$ cat config.mk
export PLATFORM = sky130hd
export DESIGN_NAME = memory_stage_flat
export DESIGN_NICKNAME = d
export VERILOG_FILES = /design/src/rtl/memory_stage_if.sv /design/src/rtl/memory_stage.sv /design/src/flat_wrapper.sv
export SDC_FILE = /design/constraint.sdc
export NUM_CORES = 1
export LEC_CHECK = 0
export CAP_MARGIN = 20
export CORE_MARGIN = 2
export CORE_UTILIZATION = 49
export CTS_CLUSTER_DIAMETER = 60
export DETAILED_ROUTE_END_ITERATION = 10
export HOLD_SLACK_MARGIN = 0.05
export PLACE_DENSITY = 0.86
export SYNTH_ARGS = -nofsm -noshare
export SYNTH_HDL_FRONTEND = slang
export SYNTH_SLANG_ARGS = --single-unit
export TNS_END_PERCENT = 5
$ cat constraint.sdc
create_clock -name clk -period 6.23 [get_ports clk]
set_clock_uncertainty 0.05 [all_clocks]
set_input_delay 1.869 -clock clk [delete_from_list [all_inputs] [get_ports clk]]
set_output_delay 1.869 -clock clk [all_outputs]
set_load 0.03 [all_outputs]
$ cat src/rtl/memory_stage_if.sv
// Data-memory request/acknowledge bus used by memory_stage.
// The master side issues requests; the slave side is the data memory.
interface memory_stage_if;
    logic        dmem_req_o;
    logic        dmem_we_o;
    logic [31:0] dmem_addr_o;
    logic [3:0]  dmem_be_o;
    logic [31:0] dmem_wdata_o;
    logic        dmem_ack_i;
    logic [31:0] dmem_rdata_i;

    modport master (
        output dmem_req_o, dmem_we_o, dmem_addr_o, dmem_be_o, dmem_wdata_o,
        input  dmem_ack_i, dmem_rdata_i
    );

    modport slave (
        input  dmem_req_o, dmem_we_o, dmem_addr_o, dmem_be_o, dmem_wdata_o,
        output dmem_ack_i, dmem_rdata_i
    );
endinterface

$ cat src/rtl/memory_stage.sv
// MEM stage of the 5-stage RISC-V pipeline: issues loads/stores over a
// req/ack bus, stalls upstream while an access is outstanding, aligns and
// extends load data, and registers the MEM/WB signals for writeback_stage.
// Optional macro MEM_TIMEOUT_EN aborts an access left unacknowledged for
// TIMEOUT_CYCLES wait cycles and pulses bus_err_o.
module memory_stage #(
    parameter int unsigned TIMEOUT_CYCLES = 255
) (
    input  logic           clk,
    input  logic           rst,
    input  logic           valid_i,
    input  logic           rf_we_i,
    input  logic [31:0]    rf_waddr_i,
    input  logic           mem_re_i,
    input  logic           mem_we_i,
    input  logic [1:0]     mem_size_i,
    input  logic           mem_unsigned_i,
    input  logic [31:0]    alu_result_i,
    input  logic [31:0]    store_data_i,
    output logic           stall_o,
    memory_stage_if.master dmem,
    output logic           rf_we_o,
    output logic [31:0]    rf_waddr_o,
    output logic           mem2rf_o,
    output logic [31:0]    mem_rdata_o,
    output logic [31:0]    alu_result_o,
    output logic           misalign_o,
    output logic           bus_err_o
);

    typedef enum logic {IDLE, WAIT} state_t;

    state_t      state_q, state_d;
    logic        is_mem, aligned, access, misaligned;
    logic [3:0]  be_in;
    logic [31:0] wdata_in;
    logic        req, complete;

    // Request latches held across wait states
    logic [31:0] addr_q, wdata_q, waddr_q;
    logic [3:0]  be_q;
    logic [1:0]  size_q;
    logic        we_q, uns_q, rf_we_in_q;

    // Current request fields: live inputs in IDLE, latches in WAIT
    logic        in_wait;
    logic [31:0] sel_addr, sel_wdata, sel_waddr;
    logic [3:0]  sel_be;
    logic [1:0]  sel_size;
    logic        sel_we, sel_uns, sel_rf_we;

    // MEM/WB pipeline registers
    logic        rf_we_q, rf_we_d, mem2rf_q, mem2rf_d, misalign_q, misalign_d;
    logic [31:0] waddr_out_q, waddr_out_d, rdata_q, rdata_d, alu_q, alu_d;

`ifdef MEM_TIMEOUT_EN
    localparam int unsigned CNT_W =
        ($clog2(TIMEOUT_CYCLES + 1) > 8) ? $clog2(TIMEOUT_CYCLES + 1) : 8;
    logic [CNT_W-1:0] cnt_q;
    logic             timeout;
    logic             bus_err_q;
`endif

    function automatic logic [31:0] align_load(input logic [31:0] rd,
                                               input logic [1:0]  off,
                                               input logic [1:0]  size,
                                               input logic        uns);
        logic [7:0]  b;
        logic [15:0] h;
        logic [31:0] res;
        case (off)
            2'd0:    b = rd[7:0];
            2'd1:    b = rd[15:8];
            2'd2:    b = rd[23:16];
            default: b = rd[31:24];
        endcase
        h = off[1] ? rd[31:16] : rd[15:0];
        case (size)
            2'b00:   res = uns ? {24'b0, b} : {{24{b[7]}}, b};
            2'b01:   res = uns ? {16'b0, h} : {{16{h[15]}}, h};
            default: res = rd;
        endcase
        return res;
    endfunction

    // Alignment check and store lane formatting from the live inputs
    always_comb begin
        aligned  = 1'b1;
        be_in    = '0;
        wdata_in = store_data_i;
        case (mem_size_i)
            2'b00: begin
                be_in    = 4'b0001 << alu_result_i[1:0];
                wdata_in = {4{store_data_i[7:0]}};
            end
            2'b01: begin
                aligned  = ~alu_result_i[0];
                be_in    = 4'b0011 << alu_result_i[1:0];
                wdata_in = {2{store_data_i[15:0]}};
            end
            default: begin
                aligned  = (alu_result_i[1:0] == 2'b00);
                be_in    = 4'b1111;
            end
        endcase
        if (!mem_we_i) be_in = '0;
    end

    assign is_mem     = valid_i & (mem_re_i | mem_we_i);
    assign access     = is_mem & aligned;
    assign misaligned = is_mem & ~aligned;

    assign in_wait   = (state_q == WAIT);
    assign sel_addr  = in_wait ? addr_q     : alu_result_i;
    assign sel_wdata = in_wait ? wdata_q    : wdata_in;
    assign sel_be    = in_wait ? be_q       : be_in;
    assign sel_size  = in_wait ? size_q     : mem_size_i;
    assign sel_we    = in_wait ? we_q       : mem_we_i;
    assign sel_uns   = in_wait ? uns_q      : mem_unsigned_i;
    assign sel_rf_we = in_wait ? rf_we_in_q : rf_we_i;
    assign sel_waddr = in_wait ? waddr_q    : rf_waddr_i;

    // Next state, request and stall; reset masks everything in its own cycle
    always_comb begin
        state_d  = state_q;
        req      = 1'b0;
        stall_o  = 1'b0;
        complete = 1'b0;
`ifdef MEM_TIMEOUT_EN
        timeout  = 1'b0;
`endif
        case (state_q)
            IDLE: begin
                if (access) begin
                    req = 1'b1;
                    if (dmem.dmem_ack_i) begin
                        complete = 1'b1;
                    end else begin
                        stall_o = 1'b1;
                        state_d = WAIT;
                    end
                end
            end
            WAIT: begin
                req = 1'b1;
                if (dmem.dmem_ack_i) begin
                    complete = 1'b1;
                    state_d  = IDLE;
                end else begin
                    stall_o = 1'b1;
`ifdef MEM_TIMEOUT_EN
                    if (cnt_q == CNT_W'(TIMEOUT_CYCLES - 1)) begin
                        timeout = 1'b1;
                        state_d = IDLE;
                    end
`endif
                end
            end
        endcase
        if (rst) begin
            state_d  = IDLE;
            req      = 1'b0;
            stall_o  = 1'b0;
            complete = 1'b0;
`ifdef MEM_TIMEOUT_EN
            timeout  = 1'b0;
`endif
        end
    end

    assign dmem.dmem_req_o   = req;
    assign dmem.dmem_we_o    = sel_we;
    assign dmem.dmem_addr_o  = {sel_addr[31:2], 2'b00};
    assign dmem.dmem_be_o    = sel_be;
    assign dmem.dmem_wdata_o = sel_wdata;

    // MEM/WB next values: bubble unless something completes this cycle
    always_comb begin
        rf_we_d     = 1'b0;
        mem2rf_d    = 1'b0;
        misalign_d  = 1'b0;
        waddr_out_d = sel_waddr;
        alu_d       = sel_addr;
        rdata_d     = align_load(dmem.dmem_rdata_i, sel_addr[1:0], sel_size, sel_uns);
        if (complete) begin
            rf_we_d  = sel_rf_we;
            mem2rf_d = ~sel_we;
        end else if (state_q == IDLE && valid_i && !mem_re_i && !mem_we_i) begin
            rf_we_d = rf_we_i;
        end else if (state_q == IDLE && misaligned) begin
            misalign_d = 1'b1;
        end
    end

    // FSM state register
    always_ff @(posedge clk) begin
        if (rst) state_q <= IDLE;
        else     state_q <= state_d;
    end

    // Capture the request when it has to wait for the memory
    always_ff @(posedge clk) begin
        if (rst) begin
            addr_q     <= '0;
            wdata_q    <= '0;
            waddr_q    <= '0;
            be_q       <= '0;
            size_q     <= '0;
            we_q       <= 1'b0;
            uns_q      <= 1'b0;
            rf_we_in_q <= 1'b0;
        end else if (state_q == IDLE && access && !dmem.dmem_ack_i) begin
            addr_q     <= alu_result_i;
            wdata_q    <= wdata_in;
            waddr_q    <= rf_waddr_i;
            be_q       <= be_in;
            size_q     <= mem_size_i;
            we_q       <= mem_we_i;
            uns_q      <= mem_unsigned_i;
            rf_we_in_q <= rf_we_i;
        end
    end

    // MEM/WB pipeline registers
    always_ff @(posedge clk) begin
        if (rst) begin
            rf_we_q     <= 1'b0;
            mem2rf_q    <= 1'b0;
            misalign_q  <= 1'b0;
            waddr_out_q <= '0;
            rdata_q     <= '0;
            alu_q       <= '0;
        end else begin
            rf_we_q     <= rf_we_d;
            mem2rf_q    <= mem2rf_d;
            misalign_q  <= misalign_d;
            waddr_out_q <= waddr_out_d;
            rdata_q     <= rdata_d;
            alu_q       <= alu_d;
        end
    end

`ifdef MEM_TIMEOUT_EN
    // Wait counter: cleared in IDLE, counts unacknowledged WAIT cycles
    always_ff @(posedge clk) begin
        if (rst || state_q == IDLE) cnt_q <= '0;
        else if (!dmem.dmem_ack_i)  cnt_q <= cnt_q + CNT_W'(1);
    end

    // One-cycle bus error flag on an aborted access
    always_ff @(posedge clk) begin
        if (rst) bus_err_q <= 1'b0;
        else     bus_err_q <= timeout;
    end

    assign bus_err_o = bus_err_q;
`else
    assign bus_err_o = 1'b0;
`endif

    assign rf_we_o      = rf_we_q;
    assign rf_waddr_o   = waddr_out_q;
    assign mem2rf_o     = mem2rf_q;
    assign mem_rdata_o  = rdata_q;
    assign alu_result_o = alu_q;
    assign misalign_o   = misalign_q;

endmodule

$ cat src/flat_wrapper.sv
// flat-port wrapper written by rule: the top's interface ports become plain ports
module memory_stage_flat 
#(
    parameter int unsigned TIMEOUT_CYCLES = 255
)
  (clk, rst, valid_i, rf_we_i, rf_waddr_i, mem_re_i, mem_we_i, mem_size_i, mem_unsigned_i, alu_result_i, store_data_i, stall_o, rf_we_o, rf_waddr_o, mem2rf_o, mem_rdata_o, alu_result_o, misalign_o, bus_err_o, dmem_dmem_req_o, dmem_dmem_we_o, dmem_dmem_addr_o, dmem_dmem_be_o, dmem_dmem_wdata_o, dmem_dmem_ack_i, dmem_dmem_rdata_i);
  memory_stage_if dmem_i ();
  input  logic clk;
  input  logic rst;
  input  logic valid_i;
  input  logic rf_we_i;
  input  logic [31:0] rf_waddr_i;
  input  logic mem_re_i;
  input  logic mem_we_i;
  input  logic [1:0] mem_size_i;
  input  logic mem_unsigned_i;
  input  logic [31:0] alu_result_i;
  input  logic [31:0] store_data_i;
  output logic stall_o;
  output logic rf_we_o;
  output logic [31:0] rf_waddr_o;
  output logic mem2rf_o;
  output logic [31:0] mem_rdata_o;
  output logic [31:0] alu_result_o;
  output logic misalign_o;
  output logic bus_err_o;
  output wire logic [$bits(dmem_i.dmem_req_o)-1:0] dmem_dmem_req_o;
  output wire logic [$bits(dmem_i.dmem_we_o)-1:0] dmem_dmem_we_o;
  output wire logic [$bits(dmem_i.dmem_addr_o)-1:0] dmem_dmem_addr_o;
  output wire logic [$bits(dmem_i.dmem_be_o)-1:0] dmem_dmem_be_o;
  output wire logic [$bits(dmem_i.dmem_wdata_o)-1:0] dmem_dmem_wdata_o;
  input wire logic [$bits(dmem_i.dmem_ack_i)-1:0] dmem_dmem_ack_i;
  input wire logic [$bits(dmem_i.dmem_rdata_i)-1:0] dmem_dmem_rdata_i;
  assign dmem_dmem_req_o = dmem_i.dmem_req_o;
  assign dmem_dmem_we_o = dmem_i.dmem_we_o;
  assign dmem_dmem_addr_o = dmem_i.dmem_addr_o;
  assign dmem_dmem_be_o = dmem_i.dmem_be_o;
  assign dmem_dmem_wdata_o = dmem_i.dmem_wdata_o;
  assign dmem_i.dmem_ack_i = dmem_dmem_ack_i;
  assign dmem_i.dmem_rdata_i = dmem_dmem_rdata_i;
  memory_stage #(.TIMEOUT_CYCLES(TIMEOUT_CYCLES)) u_core (.clk(clk), .rst(rst), .valid_i(valid_i), .rf_we_i(rf_we_i), .rf_waddr_i(rf_waddr_i), .mem_re_i(mem_re_i), .mem_we_i(mem_we_i), .mem_size_i(mem_size_i), .mem_unsigned_i(mem_unsigned_i), .alu_result_i(alu_result_i), .store_data_i(store_data_i), .stall_o(stall_o), .dmem(dmem_i), .rf_we_o(rf_we_o), .rf_waddr_o(rf_waddr_o), .mem2rf_o(mem2rf_o), .mem_rdata_o(mem_rdata_o), .alu_result_o(alu_result_o), .misalign_o(misalign_o), .bus_err_o(bus_err_o));
endmodule
==> results.ini <==
[global_routing]
met3_usage_pct = 6.667
grt_util_met2_pct = 43.47
grt.total_usage_pct = 25.02
gr-total-overflow = 0
grt_pass1_wl_um = 37840
busiest_layer = met2
met1_usage_pct = 29.84
grt_max_degree = 102
grt_antenna_before_repair = 0
grt_pass1_vias = 7479

[cells_and_area]
synthToLayoutAreaGrowth_pct = 40.88
nNetsFinal = 1368
final_cells = 1467
final_common_cell = clkdlybuf4s50_1
mostFrequentLayoutCells = clkdlybuf4s50_1 (291), nand2_1 (227), dfxtp_1 (204)
antenna_cells = 0
drive_above_1_share_pct = 12.00

[power_and_ir_drop]
p_comb_share_pct = 19.7
power_leakage_nw = 4.483
p_sw_share_pct = 26.47
p_int_mw = 2.382
vdd_drop_max_uv = 204.4
p_total_mw = 3.240
clockPowerShare_pct = 37.1
p_per_area_nw_per_um2 = 266.2
p_sw_mw = 0.8577
seqPwrFrac_pct = 43.2

[routing]
wl_um = 24390
detail-route-antenna-nets = 0
routedWlPerCell_um = 16.62
drtIter0Drc = 382
via_count = 7767
vias_per_cell = 5.294
drc_errors = 0
firstDrtPassIters = 8

[critical_path]
r2r-end = u_core.mem_rdata_o[17]
endpoint = stall_o
path_delay_family = buffers and inverters
worst-path-buf-inv = 2
path_depth = 5
worst_ep_arrival_time_ps = 4020
r2r_start = u_core.in_wait
cp_common_cell = clkdlybuf4s50_1
r2r_slack_ps = 2410
path_cells = clkdlybuf4s50_1, o21ai_0, a41oi_1, nor3_1, clkdlybuf4s50_1
reg2regPathDepth = 6
critPathCaptureType = output port
critPathLaunchType = input pin
cp_max_fo = 4
crit_start = alu_result_i[0]
cp_slowest_cell = clkdlybuf4s50_1
critPathKind = input pin to output port
required_ps = 4310
slowest_delay_ps = 720

[placed_design]
placed_cells = 1432
port_buffers = 305
dpl_worst_slack_ps = 341.7
dp_hpwl_um = 16600
gp_congestion = 0.8415

[logic_synthesis]
seq_area_frac_synth_pct = 47.49
synth_ff_type = dfxtp_1
synth_cell_types = 46
synth_area_per_cell_um2 = 8.728
synthArstFlopShare_pct = 0
synth_edf_count = 0
post_synth_main_area_contributors = dfxtp_1 (47%), mux2_2 (10%), nand2_1 (9.9%)
ys_warn_count = 0
synthesis.area_um2 = 8641
synth_seq_cells = 205
netlist.area_leader.share_pct = 47.49
netlist_instances = 990
synth_area_leader_cell = dfxtp_1

[timing]
drv_slew = 0
rsz0062_at_grt = false
tightest_slew_ps = 1089
fin_crit_ps = 5943
setup_viol = 0
whs_ps = 401.5
fin_crit_sh_pct = 95.39
layout_setup_ws_ps = 287.3
maxSlewHeadroom_pct = 27.38
hold_viol = 0
fin_tns_setup_ps = 0
max_clock_freq_mhz = 168.3

[floorplanning]
placeableCoreArea_um2 = 17300
initial_core_util_pct = 49.96
dieArea_um2 = 18710
fp-row-count = 48
die_y_um = 136.8
boundaryPins = 309
die_w_um = 136.8

[cts]
cts.reportedPaths.clkPinSlew_ps = 60
clk_path_buf_depth = 3
clock_latency_ps = 480
root_buffer = clkbuf_16
post_cts_resized = 0
cts_setup_buffers = 0
holdBufCountCts = 0
htreeDepth = 1
cts_tree = yes
clock_sinks = 205
cts_buffers = 21

[flow_run]
max-cap-violations = 0

[run_status]
status = complete, no violations

[worst_hold_path]
hold_path.class = register to register

## Yosys cell counts (3+ instances only)
library cell	number
nand2_1	227
dfxtp_1	205
a21oi_1	125
nor2_1	85
mux2_2	80
clkbuf_1	44
mux2i_1	44
buf_4	33
nor2b_1	32
buf_2	21
o21ai_0	21
a221o_1	10
nor3_1	10
nor3b_1	6
a211oi_1	3
buf_1	3
buf_6	3
o21a_1	3
## cell families after synthesis
group / count (synthesis) / synth area share [%]
flip-flops: 205 / 47.49
multiplexers: 127 / 16.12
other: 1 / 0.04340
buffers and inverters: 106 / 6.603
AND/OR/NAND/NOR: 374 / 18.10
AO/OA/AOI/OAI: 177 / 11.64
## through the flow
stage / utilization [%] / instance area [um^2]
after CTS: 70.38 / 12170
after global routing: 70.38 / 12170
after global placement: 66.56 / 11510
after floorplan: - / 8648
final: 70.38 / 12170
after detailed placement: 66.56 / 11510
## layout make-up
type                            instances  area [um^2]
Inverter                                2        7.507
Clock inverter                          4        47.55
Clock buffer                           31        613.1
Tap cell                              225        281.5
Multi-Input combinational cell        681         3976
Fill cell                            1346         5124
Timing Repair Buffer                  319         3139
Sequential cell                       205         4108
## routing by layer
metal / share of wire [%] / wire length, um / up-vias
li1: - / - / 3745
met1: 40 / 9634 / 3674
met2: 49 / 11890 / 292
met3: 8.6 / 2093 / 56
met4: 3.2 / 770 / 0
met5: 0 / 0 / -
## state kept, by name, indices dropped and copies added (netlist names)
register and cells:
u_core.mem2rf_o 1, u_core.we_q 1, u_core.alu_result_o 32, u_core.wdata_q 32, u_core.rf_we_o 1, u_core.rf_we_in_q 1
u_core.be_q 4, u_core.uns_q 1, u_core.rf_waddr_o 32, u_core.misalign_o 1, u_core.in_wait 1, u_core.addr_q 32
u_core.waddr_q 32, u_core.mem_rdata_o 32, u_core.size_q 2
## power groups by stage
stage,combinational (mW),sequential (mW),clock (mW)
global route,0.677,1.41,1.27
CTS,0.639,1.40,1.23
detailed placement,0.635,1.43,0
finish,0.637,1.40,1.20
global placement,0.627,1.43,0
floorplan,0.289,1.50,0
## tightest hold or removal path, stage by stage (launching register included)
cell and delay, ps:
dfxtp_1 300, nand2_1 50, a21oi_1 50
## worst min-delay path by stage
stage,cells after the start,endpoint,slack [ps],start
6_report,2,u_core.addr_q[23],400,u_core.addr_q[23]
5_1_grt,2,u_core.wdata_q[7],420,u_core.wdata_q[7]
2_1_floorplan,2,u_core.addr_q[10],380,u_core.addr_q[10]
3_5_place_dp,2,u_core.addr_q[6],390,u_core.addr_q[6]
3_3_place_gp,2,u_core.addr_q[19],390,u_core.addr_q[19]
4_1_cts,2,u_core.addr_q[9],400,u_core.addr_q[9]
Note: power is estimated with default switching activity, not from simulation.
==> RTL edit: new RTL, same flow settings <==
Add a define of `MEM_TIMEOUT_EN`.
--- a/src/rtl/memory_stage.sv
+++ b/src/rtl/memory_stage.sv
@@ -3,6 +3,8 @@
 // extends load data, and registers the MEM/WB signals for writeback_stage.
 // Optional macro MEM_TIMEOUT_EN aborts an access left unacknowledged for
 // TIMEOUT_CYCLES wait cycles and pulses bus_err_o.
+`define MEM_TIMEOUT_EN
+
 module memory_stage #(
     parameter int unsigned TIMEOUT_CYCLES = 255
 ) (
Check against the original RTL: same outputs for any inputs over 4 cycles, from zero or initial values and one cycle with rst high; that may be too few to reach the edited logic, so the function may still have changed.
==> RTL edit against the original RTL <==
  * Combinational power rose by 6.0%
  * Sequential power rose by 4%
  * Synthesized area rose by 6.0%
  * Non-clock buffer count rose by 1
  * Total power rose by 6.1%
  * Via count rose by 3.5%
  * Routed wire length rose by 4.2%
  * Sequential cell count rose by 9
  * Clock power rose by 8%
  * Worst hold slack improved by 0.0017 ns
  * Worst setup slack improved by 0.072 ns
  * Fmax rose by 1.2%
  * Register-to-register slack improved by 0.55 ns
  * Design area rose by 4.9%
  * Critical path type unchanged
==> RTL edit: results (changes against the original RTL) <==
Placement
  – Estimated wirelength of the detail-placed design: 17000 um (+2.6%)
  – Global placement routability congestion: 0.871 (+3.5%)
  – Setup slack at placement: 0.371 ns (+0.0291 ns)
  – Inst Count DP: 1483 (+3.6%)
  – Instance area at placement: 0.0121 mm2 (+4.7%)
  – Number of buffer cells added on primary ports: 306 (+0.33%)

Routing
  – Vias per cell: 5.28 (-0.35%)
  – First-pass iteration count of the detailed router: 4 (-4)
  – Initial detailed-routing violation count: 405 (+6.0%)
  – Final wirelength: 25400 um (+4.2%)

Critical path
  – Delay contributed by the slowest stage of the critical path: 0.59 ns (-0.13 ns)
  – Peak fanout along the critical path: 27 (+23)
  – FF-to-FF Start: u_core.in_wait
  – Crit path arrival time: 3.95 ns (-0.07 ns)
  – Worst reg-to-reg path cell count: 5 (-1)
  – FF-to-FF setup slack: 2.96 ns (+0.55 ns)
  – Reg-to-Reg End: u_core.mem_rdata_o[30]

Min path
  – End point of the worst hold path: u_core.waddr_q[18]
  – Startpoint of the lowest-slack hold path: u_core.waddr_q[18]

Outcome
  – Status: finished clean

GRT
  – Aggregate global-route resource usage: 24.4% (-0.58 points)
  – Number of global-route vias before repair: 7903 (+5.7%)
  – Pin count of the biggest net entering global routing: 100 (-2.0%)

Synth
  – Post-synthesis instance total: 1042 (+5.3%)
  – Sequential cell area fraction in the yosys report: 46.8% (-0.72 points)
  – Top cell types by occurrence after synthesis: sky130_fd_sc_hd__nand2_1 (219), sky130_fd_sc_hd__dfxtp_1 (214), sky130_fd_sc_hd__a21oi_1 (132)
  – Cell types occupying the most area after synthesis: sky130_fd_sc_hd__dfxtp_1 (47%), sky130_fd_sc_hd__mux2_2 (9.0%), sky130_fd_sc_hd__nand2_1 (9.0%), sky130_fd_sc_hd__a21oi_1 (7.2%), sky130_fd_sc_hd__mux2i_1 (6.1%)
  – Count of different cell masters after synthesis: 51 (+11%)

Power and ir drop
  – Reported combinational group power: 675 uW (+6.0%)
  – Internal Dissipation: 2490 uW (+4.5%)
  – Power in sequential cells: 1460 uW (+4%)
  – Leakage power of the design: 0.00467 uW (+4.2%)
  – Worst vdd ir: 0.191 mV (-6.8%)
  – Total power consumption of the routed design: 3440 uW (+6.1%)

Layout
  – Nets: 1419 (+3.7%)
  – Share of post-route cells with drive strength above 1: 12.2% (+0.21 points)
  – Filler Cells Inserted: 1362 (+1.2%)

Clock tree
  – Clk Latency, worst-skew pair: 0.50 ns (+0.02 ns)
  – Number of resized instances in the post-cts repair step: 0 (unchanged)

Timing
  – Transition at the pin with the smallest max-transition slack: 0.987 ns (-0.102 ns)
  – Worst slack on hold paths: 0.403 ns (+0.00169 ns)
-- RTL edit: cell count changes after synthesis, moves of 9 or more --
cell,before,now
sky130_fd_sc_hd__a21oi_2,1,10
sky130_fd_sc_hd__dfxtp_1,205,214
sky130_fd_sc_hd__nor2_1,85,71
sky130_fd_sc_hd__mux2i_1,44,56
sky130_fd_sc_hd__o21ai_0,21,30
sky130_fd_sc_hd__nand3b_1,1,10
sky130_fd_sc_hd__a221o_1,10,0
-- RTL edit: cell type report --
class | instances | area [um2] | share of cell area (%)
inverter | 7 | 26.3 | 0.206
tap | 229 | 287 | 2.24
clock buffer | 33 | 673 | 5.27
clock inverter | 7 | 50.0 | 0.392
sequential | 214 | 4290 | 33.6
timing repair buffer | 320 | 3170 | 24.8
multi-input combinational | 713 | 4280 | 33.5
-- RTL edit: logic make-up after synthesis --
logic type	after synthesis	synth area share, %
other cells	1	0.0409
buf+inv	116	6.75
mux	132	15.7
xor+xnor	5	0.478
fa+ha+maj	2	0.273
flops	214	46.8
simple gates	369	17.3
compound gates	203	12.7
-- RTL edit: worst max-delay path by stage --
stage | startpoint | end | slack, ns | depth (start not counted)
after detailed placement | mem_size_i[1] | dmem_dmem_wdata_o[20] | 0.37 | 5
after global routing | mem_size_i[1] | dmem_dmem_wdata_o[20] | 0.28 | 5
final | mem_size_i[1] | dmem_dmem_wdata_o[20] | 0.36 | 5
after CTS | mem_size_i[1] | dmem_dmem_wdata_o[20] | 0.35 | 5
after global placement | mem_size_i[1] | dmem_dmem_wdata_o[20] | 0.38 | 5
after floorplan | mem_size_i[1] | dmem_dmem_be_o[1] | 0.73 | 5
-- RTL edit: metal layers --
metal  GRT usage [%]  share of wire, %  vias up
met4            7.05               2.6        0
met1            28.2                39     3710
li1                -                 -     3944
met5               0                 0        -
met3            7.68               9.2       47
met2            43.6                49      334
